===== config.mk =====
export PLATFORM = sky130hd
export DESIGN_NAME = cdc_loopback
export DESIGN_NICKNAME = d
export VERILOG_FILES = /design/src/rtl/cdc_loopback.sv
export SDC_FILE = /design/constraint.sdc
export NUM_CORES = 1
export LEC_CHECK = 0
export BUFFER_PORTS_ARGS = -buffer_cell sky130_fd_sc_hd__buf_2
export CAP_MARGIN = 5
export CORE_AREA = 2 2 88 90
export CTS_CLUSTER_SIZE = 25
export DETAILED_ROUTE_END_ITERATION = 10
export DIE_AREA = 0 0 90 92
export GPL_TIMING_DRIVEN = 0
export PLACE_DENSITY_LB_ADDON = 0.25
export SLEW_MARGIN = 20
export SYNTH_ARGS = -nofsm -noshare
export SYNTH_HDL_FRONTEND = slang
export SYNTH_SLANG_ARGS = --single-unit

===== constraint.sdc =====
create_clock -name clk_i -period 6.1 [get_ports clk_i]
set_clock_uncertainty 0.15 [all_clocks]
set_input_delay 0.305 -clock clk_i [delete_from_list [all_inputs] [get_ports clk_i]]
set_output_delay 0.305 -clock clk_i [all_outputs]
set_load 0.005 [all_outputs]

===== src/rtl/cdc_loopback.sv =====
// Byte loopback buffer between the CPU transmit and receive streams.
// A DEPTH-entry circular FIFO with valid/ready handshakes on both sides and
// one cycle of latency from push to the byte appearing on the output.
// Optional feature macro: CDC_LOOPBACK_CRLF_EN -- when defined, every 0x0D
// popped from the FIFO is followed by an inserted 0x0A (LF) output byte.
module cdc_loopback #(
  parameter int unsigned DEPTH = 8
) (
  input  logic                    clk_i,
  input  logic                    rst_i,
  input  logic [7:0]              in_data_i,
  input  logic                    in_valid_i,
  output logic                    in_ready_o,
  output logic [7:0]              out_data_o,
  output logic                    out_valid_o,
  input  logic                    out_ready_i,
  output logic [$clog2(DEPTH):0]  count_o,
  output logic                    idle_o
);

  localparam int unsigned AW = $clog2(DEPTH);

  // Pointers carry one extra MSB so full (MSBs differ) and empty are distinct.
  logic [AW:0] wr_ptr_q;
  logic [AW:0] rd_ptr_q;
  logic [7:0]  mem_q [DEPTH];

  logic        push;
  logic        pop_data;
  logic        not_empty;
  logic        lf_state;

  // Occupancy is the pointer distance; wrap modulo 2*DEPTH keeps it exact.
  assign count_o    = wr_ptr_q - rd_ptr_q;
  assign not_empty  = (count_o != '0);
  assign in_ready_o = (count_o != DEPTH[AW:0]);
  assign push       = in_valid_i & in_ready_o;
  // A FIFO pop happens only while presenting buffered data, never during LF.
  assign pop_data   = ~lf_state & not_empty & out_ready_i;

  assign out_valid_o = lf_state | not_empty;
  assign idle_o      = ~not_empty & ~lf_state & ~in_valid_i;

  // Output byte: inserted LF, head of FIFO, or zero when nothing to show.
  always_comb begin
    out_data_o = 8'h00;
    if (lf_state) begin
      out_data_o = 8'h0A;
    end else if (not_empty) begin
      out_data_o = mem_q[rd_ptr_q[AW-1:0]];
    end
  end

  // Storage array; writes are suppressed in a reset cycle.
  always_ff @(posedge clk_i) begin
    if (push && !rst_i) begin
      mem_q[wr_ptr_q[AW-1:0]] <= in_data_i;
    end
  end

  // Pointer update; reset wins over any handshake in the same cycle.
  always_ff @(posedge clk_i) begin
    if (rst_i) begin
      wr_ptr_q <= '0;
      rd_ptr_q <= '0;
    end else begin
      if (push) begin
        wr_ptr_q <= wr_ptr_q + 1'b1;
      end
      if (pop_data) begin
        rd_ptr_q <= rd_ptr_q + 1'b1;
      end
    end
  end

`ifdef CDC_LOOPBACK_CRLF_EN
  typedef enum logic {StData, StLf} state_e;
  state_e state_q;

  // Output FSM: a popped CR parks in StLf until the inserted LF is taken.
  always_ff @(posedge clk_i) begin
    if (rst_i) begin
      state_q <= StData;
    end else begin
      unique case (state_q)
        StData: begin
          if (pop_data && (out_data_o == 8'h0D)) begin
            state_q <= StLf;
          end
        end
        StLf: begin
          if (out_ready_i) begin
            state_q <= StData;
          end
        end
        default: state_q <= StData;
      endcase
    end
  end

  assign lf_state = (state_q == StLf);
`else
  assign lf_state = 1'b0;
`endif

endmodule


==> Yosys cells after proc, flatten, opt, wreduce, memory -nomap -nowiden <==
Memory sizes are Yosys's and may differ from the RTL's. A register that Yosys moved wholly into a read port is not among the register bits.
Index checks and enable logic that the tools add are counted.
W data, S select, Z words.
{ "totals": {"regBits": 8, "mem_bits_rw": 64, "out_inout_bits": 15, "word_cells": 20, "memories": 1} }
{ "classes": {"n_addsub": 3, "eq_ne": 1, "n_mux": 5, "bitwise_logic": 5, "reduce_logical": 3} }
{ "mem_list": {"columns": ["name", "depth", "width", "rd", "rd_clocked_by_memory_dff", "wr", "line_no", "text"], "rows": [
  ["mem_q", 8, 8, 1, 1, 1, "26", "logic [7:0] mem_q [DEPTH];"]
]} }
{ "ops": {"columns": ["cell", "count"], "rows": [
  ["$add A4 B1 Y4 const B", 2],
  ["$mux W8", 1],
  ["$mux W3", 2],
  ["$ne A4 B4 Y1 const B", 1],
  ["$reduce_bool A4 Y1", 1],
  ["$sub A4 B4 Y4", 1],
  ["$and A1 B1 Y1", 3],
  ["$mux W1", 2],
  ["$not A1 Y1", 2],
  ["$logic_and A1 B1 Y1", 1],
  ["$logic_not A1 Y1", 1]
]} }

==> Logic depth before layout (Yosys ltp) <==
{ "depth": {"depth_word": 6, "depth_mapped": 11, "ltp_nobuf": 10} }

==> Worst setup path before layout <==
Ideal clock, no wire load.
{ "synth_timing": {"kind": "register to register", "from": "reg wr_ptr_q[0]", "to": "mem mem_q[0][0] (enable)", "setup_ns": 0.398, "arrival_time_ns": 2.591, "required_ns": 5.552, "slack_ns": 2.961, "stages_incl_launch_ff": 10, "period_less_slack_ns": 3.139, "path_cell_list": "dfxtp_1 inv_1 ha_1 inv_1 fa_1 xor2_1 or3_1 buf_6 o21ai_0 nor4b_1"} }
{ "synth_between": {"elab_chain_cells": 6} }
{ "synth_lines": {"columns": ["element", "line_no", "text"], "rows": [
  ["start, declared", "24", "logic [AW:0] wr_ptr_q;"],
  ["start signal, assigned", "68", "wr_ptr_q <= wr_ptr_q + 1'b1;"],
  ["$sub A4 B4 Y4", "34", "assign count_o = wr_ptr_q - rd_ptr_q;"],
  ["named net count_o[2]", "17", "output logic [$clog2(DEPTH):0] count_o,"],
  ["$ne A4 B4 Y1", "36", "assign in_ready_o = (count_o != DEPTH[AW:0]);"],
  ["$and A1 B1 Y1", "37", "assign push = in_valid_i & in_ready_o;"],
  ["$logic_and A1 B1 Y1", "56", "if (push && !rst_i) begin"],
  ["$mux W1", "56", null],
  ["$mux W1 (not written as such)", "57", "mem_q[wr_ptr_q[AW-1:0]] <= in_data_i;"],
  ["end, declared", "26", null]
]} }
The timed path passes the listed nets, and every way through them passes these cells.

==> Final worst setup path <==
{ "layout_timing": {"from": "reg wr_ptr_q[0]", "to": "mem mem_q[0][4] (enable)"} }
{ "layout_between": {"elab_chain_cells": 6} }
{ "layout_lines": {"columns": ["element", "line_no"], "rows": [
  ["$sub A4 B4 Y4", "34"],
  ["$ne A4 B4 Y1", "36"],
  ["$and A1 B1 Y1", "37"],
  ["$logic_and A1 B1 Y1", "56"],
  ["$mux W1", "56"],
  ["$mux W1 (not written as such)", "57"]
]} }
Several ways; a longest one is shown, not always the timed one.

==> metrics.md <==
| Metric | Value |
|---|---|
| Status | completed |
| Final Power | 1.830 mW |
| RSZ-0062 raised after global routing | false |
| GRT overflow | 0 |
| Chip width | 90 µm |
| Final hold violations | 0 |
| Diodes inserted | 0 |
| Slowest cell on crit path | nor4b_2 |
| Synth area leader | edfxtp_1 |
| Fin crit share | 54.09% |
| Least-Margin Pin Slew | 898.3 ps |
| Simple-gate share of the synthesized area | 7.404% |
| Metal-1 WL | 2703 µm |
| Worst VDD drop | 0.0003259 V |
| Clock Path Buffers | 2 |
| Synth Net Count | 208 |
| Fill count | 655 |
| Total I/O pin count | 27 |
| Crit-path cells | inv_1, ha_1, inv_1, fa_1, xor2_1, or3_1, buf_6, o21ai_0, nor4b_2, buf_4 |
| Multiplexer share of the synthesized area | 14.53% |
| Post-synth EDFFs | 64 |
| Post-CTS Hold Fix Bufs | 0 |
| CTS Buf Count | 9 |
| Rows | 32 |
| DIE AREA | 8280 µm² |
| Area taken by multi-input logic gates | 999.7 µm² |
| Synth Area in Adders | 2.599% |
| Htree depth | 3 |
| Via-to-Cell Ratio | 5.181 |
| Slew Limit Fails | 0 |
| Required @ worst endpoint | 6010 ps |
| FF/Latch Area | 2142 µm² |
| Area growth syn-to-layout | 18.55% |
| Fin crit period | 3299 ps |
| Syn avg cell area | 16.72 µm² |
| Startpoint types | flop |
| Max Cap Viol | 0 |
| Yosys warning count | 0 |
| Commonest cells after routing, fill and taps aside | edfxtp_1 (64), buf_2 (28), mux4_2 (16), nor2_1 (16), dfxtp_1 (11) |
| Post-Synthesis Cell Area | 3177 µm² |
| Crit path top cell by count | inv_1 |
| CP peak stage delay | 730 ps |
| First-pass iteration count of the detailed router | 4 |
| CP endpoint kind | flop |
| Layout cells sized above 1 | 34.89% |
| Synth Area in XOR/XNOR | 1.103% |
| PostCTS Resize Cnt | 0 |
| WP data arrival | 3210 ps |
| Synth async-reset ratio | 0% |
| Post-DP HPWL | 3958 µm |
| Final setup fails | 0 |
| Leakage power | 1.283 nW |
| First-pass GRT wire length | 8997 µm |
| Compound-Gate Fraction of Synth Area | 4.569% |
| Synthesis-stage register bit count | 75 |
| Worst slew margin | 39.89% |
| Commonest non-fill, non-tap cell in the layout | edfxtp_1 |
| Cell count after synthesis | 190 |
| Post-synth top area share | 60.50% |
| Peak Freq | 303.1 MHz |
| Sink Count | 75 |
| Clock Latency Late Sink | 340 ps |
| TritonCTS clock tree | built |
| Initial antenna violation count | 0 |
| Setup Buffers After CTS | 0 |
| CTS Root Cell | clkbuf_8 |
| Critical path's top delay family | simple AND/OR/NAND/NOR gates |
| Type of the worst setup path | flop to flop |
| Sequential element share of the synthesized area | 67.43% |
| GPL Wtd Cong | 0.7738 |
| Hold/Removal Path Class | input port to flop |
| Routed WL | 5887 µm |
| Crit Path Max Fanout | 8 |
| Layout net count | 249 |
| Synth Flop Type | edfxtp_1 |
| WL met2 | 2821 µm |
| WP buf/inv | 4 |
| Routed Antenna Nets | 0 |
| Pwr/cell area | 485.9 nW/µm² |
| Clock transition at path regs | 80 ps |
| Residual DRC | 0 |
| Max Used Layer | met4 |
| Largest net degree at the start of global routing | 14 |
| Synth top area cells | edfxtp_1 (60%), mux4_2 (11%), dfxtp_1 (6.9%) |
| Vias in the first global route | 1663 |
| Largest family of logic cells by synthesized area | multiplexers |
| Vias | 1746 |
| WL/cell | 17.47 µm |
| Min setup slack post-route | 2801 ps |
| Metal3 WL | 276 µm |
| Netlist cell types | 40 |
| 1st-iter DRT viols | 61 |
| Total GRT Usage | 14.89% |
| Setup tns final | 0 ps |
| Starting Density | 42.66% |
| Pre-CTS WS | 2810 ps |
| PortBufs | 25 |
| Min Hold Slack | 78.09 ps |
| Die height | 92 µm |
| Core area | 7447 µm² |
==> kinds of logic (layout without fill, tap and decap cells) <==
| group | after synthesis | count (layout) |
|---|---|---|
| AO/OA/AOI/OAI | 20 | 20 |
| AND/OR/NAND/NOR | 43 | 43 |
| flip-flops | 75 | 75 |
| buffers and inverters | 16 | 61 |
| XOR/XNOR | 4 | 4 |
| adder cells (fa/ha/maj) | 6 | 6 |
| multiplexers | 26 | 26 |
==> report_power, final <==
group / leakage [nW] / switching [mW] / internal [mW] / total (mW)
Sequential: 0.667 / 0.0273 / 0.597 / 0.624
Clock: 0.130 / 0.184 / 0.313 / 0.497
Combinational: 0.485 / 0.402 / 0.306 / 0.708
==> area by class of cell <==
type | count | share of cell area (%)
Timing Repair Buffer | 30 | 4.253
Clock buffer | 9 | 3.289
Sequential cell | 75 | 56.88
Inverter | 7 | 0.8306
Clock inverter | 6 | 3.654
Buffer | 9 | 1.163
Multi-Input combinational cell | 99 | 26.54
Tap cell | 102 | 3.389
==> metal layers <==
metal	GRT usage [%]	vias to the layer above
met2	23.18	36
li1	-	827
met1	20.31	876
met4	5.385	0
met5	0	-
met3	4.026	7
==> state kept, by name, summed over array words and instances, names as in the netlist, named ones only <==
register / count
rd_ptr_q: 4
wr_ptr_q: 4
mem_q: 64
==> worst paths after layout <==
check	cells after the start	endpoint	slack (ps)	startpoint
min	1	mem_q[2][7]	80	in_data_i[7]
max reg2reg	10	mem_q[0][4]	2800	wr_ptr_q[0]
max	10	mem_q[0][4]	2800	wr_ptr_q[0]
min reg2reg	2	rd_ptr_q[3]	460	rd_ptr_q[3]
==> metrics by stage <==
step           util (%)  cell area (µm²)  cells
6_report          50.57             3766    337
5_1_grt           50.57             3766    337
3_3_place_gp      46.05             3430    317
3_5_place_dp      47.06             3505    322
2_1_floorplan         -             3177    190
4_1_cts           50.57             3766    337
==> Yosys cell counts, drive strengths merged (2+ instances only) <==
cell,n
a21oi,7
a31o,2
a41o,2
buf,4
clkbuf,5
dfxtp,11
edfxtp,64
ha,5
inv,7
mux2i,9
mux4,16
nand2,2
nand2b,4
nand3,2
nand4,2
nor2,17
nor3,6
nor4,3
o211ai,3
o21ai,2
or3,2
xor2,3
No activity file was read; power rests on OpenSTA's default activity.
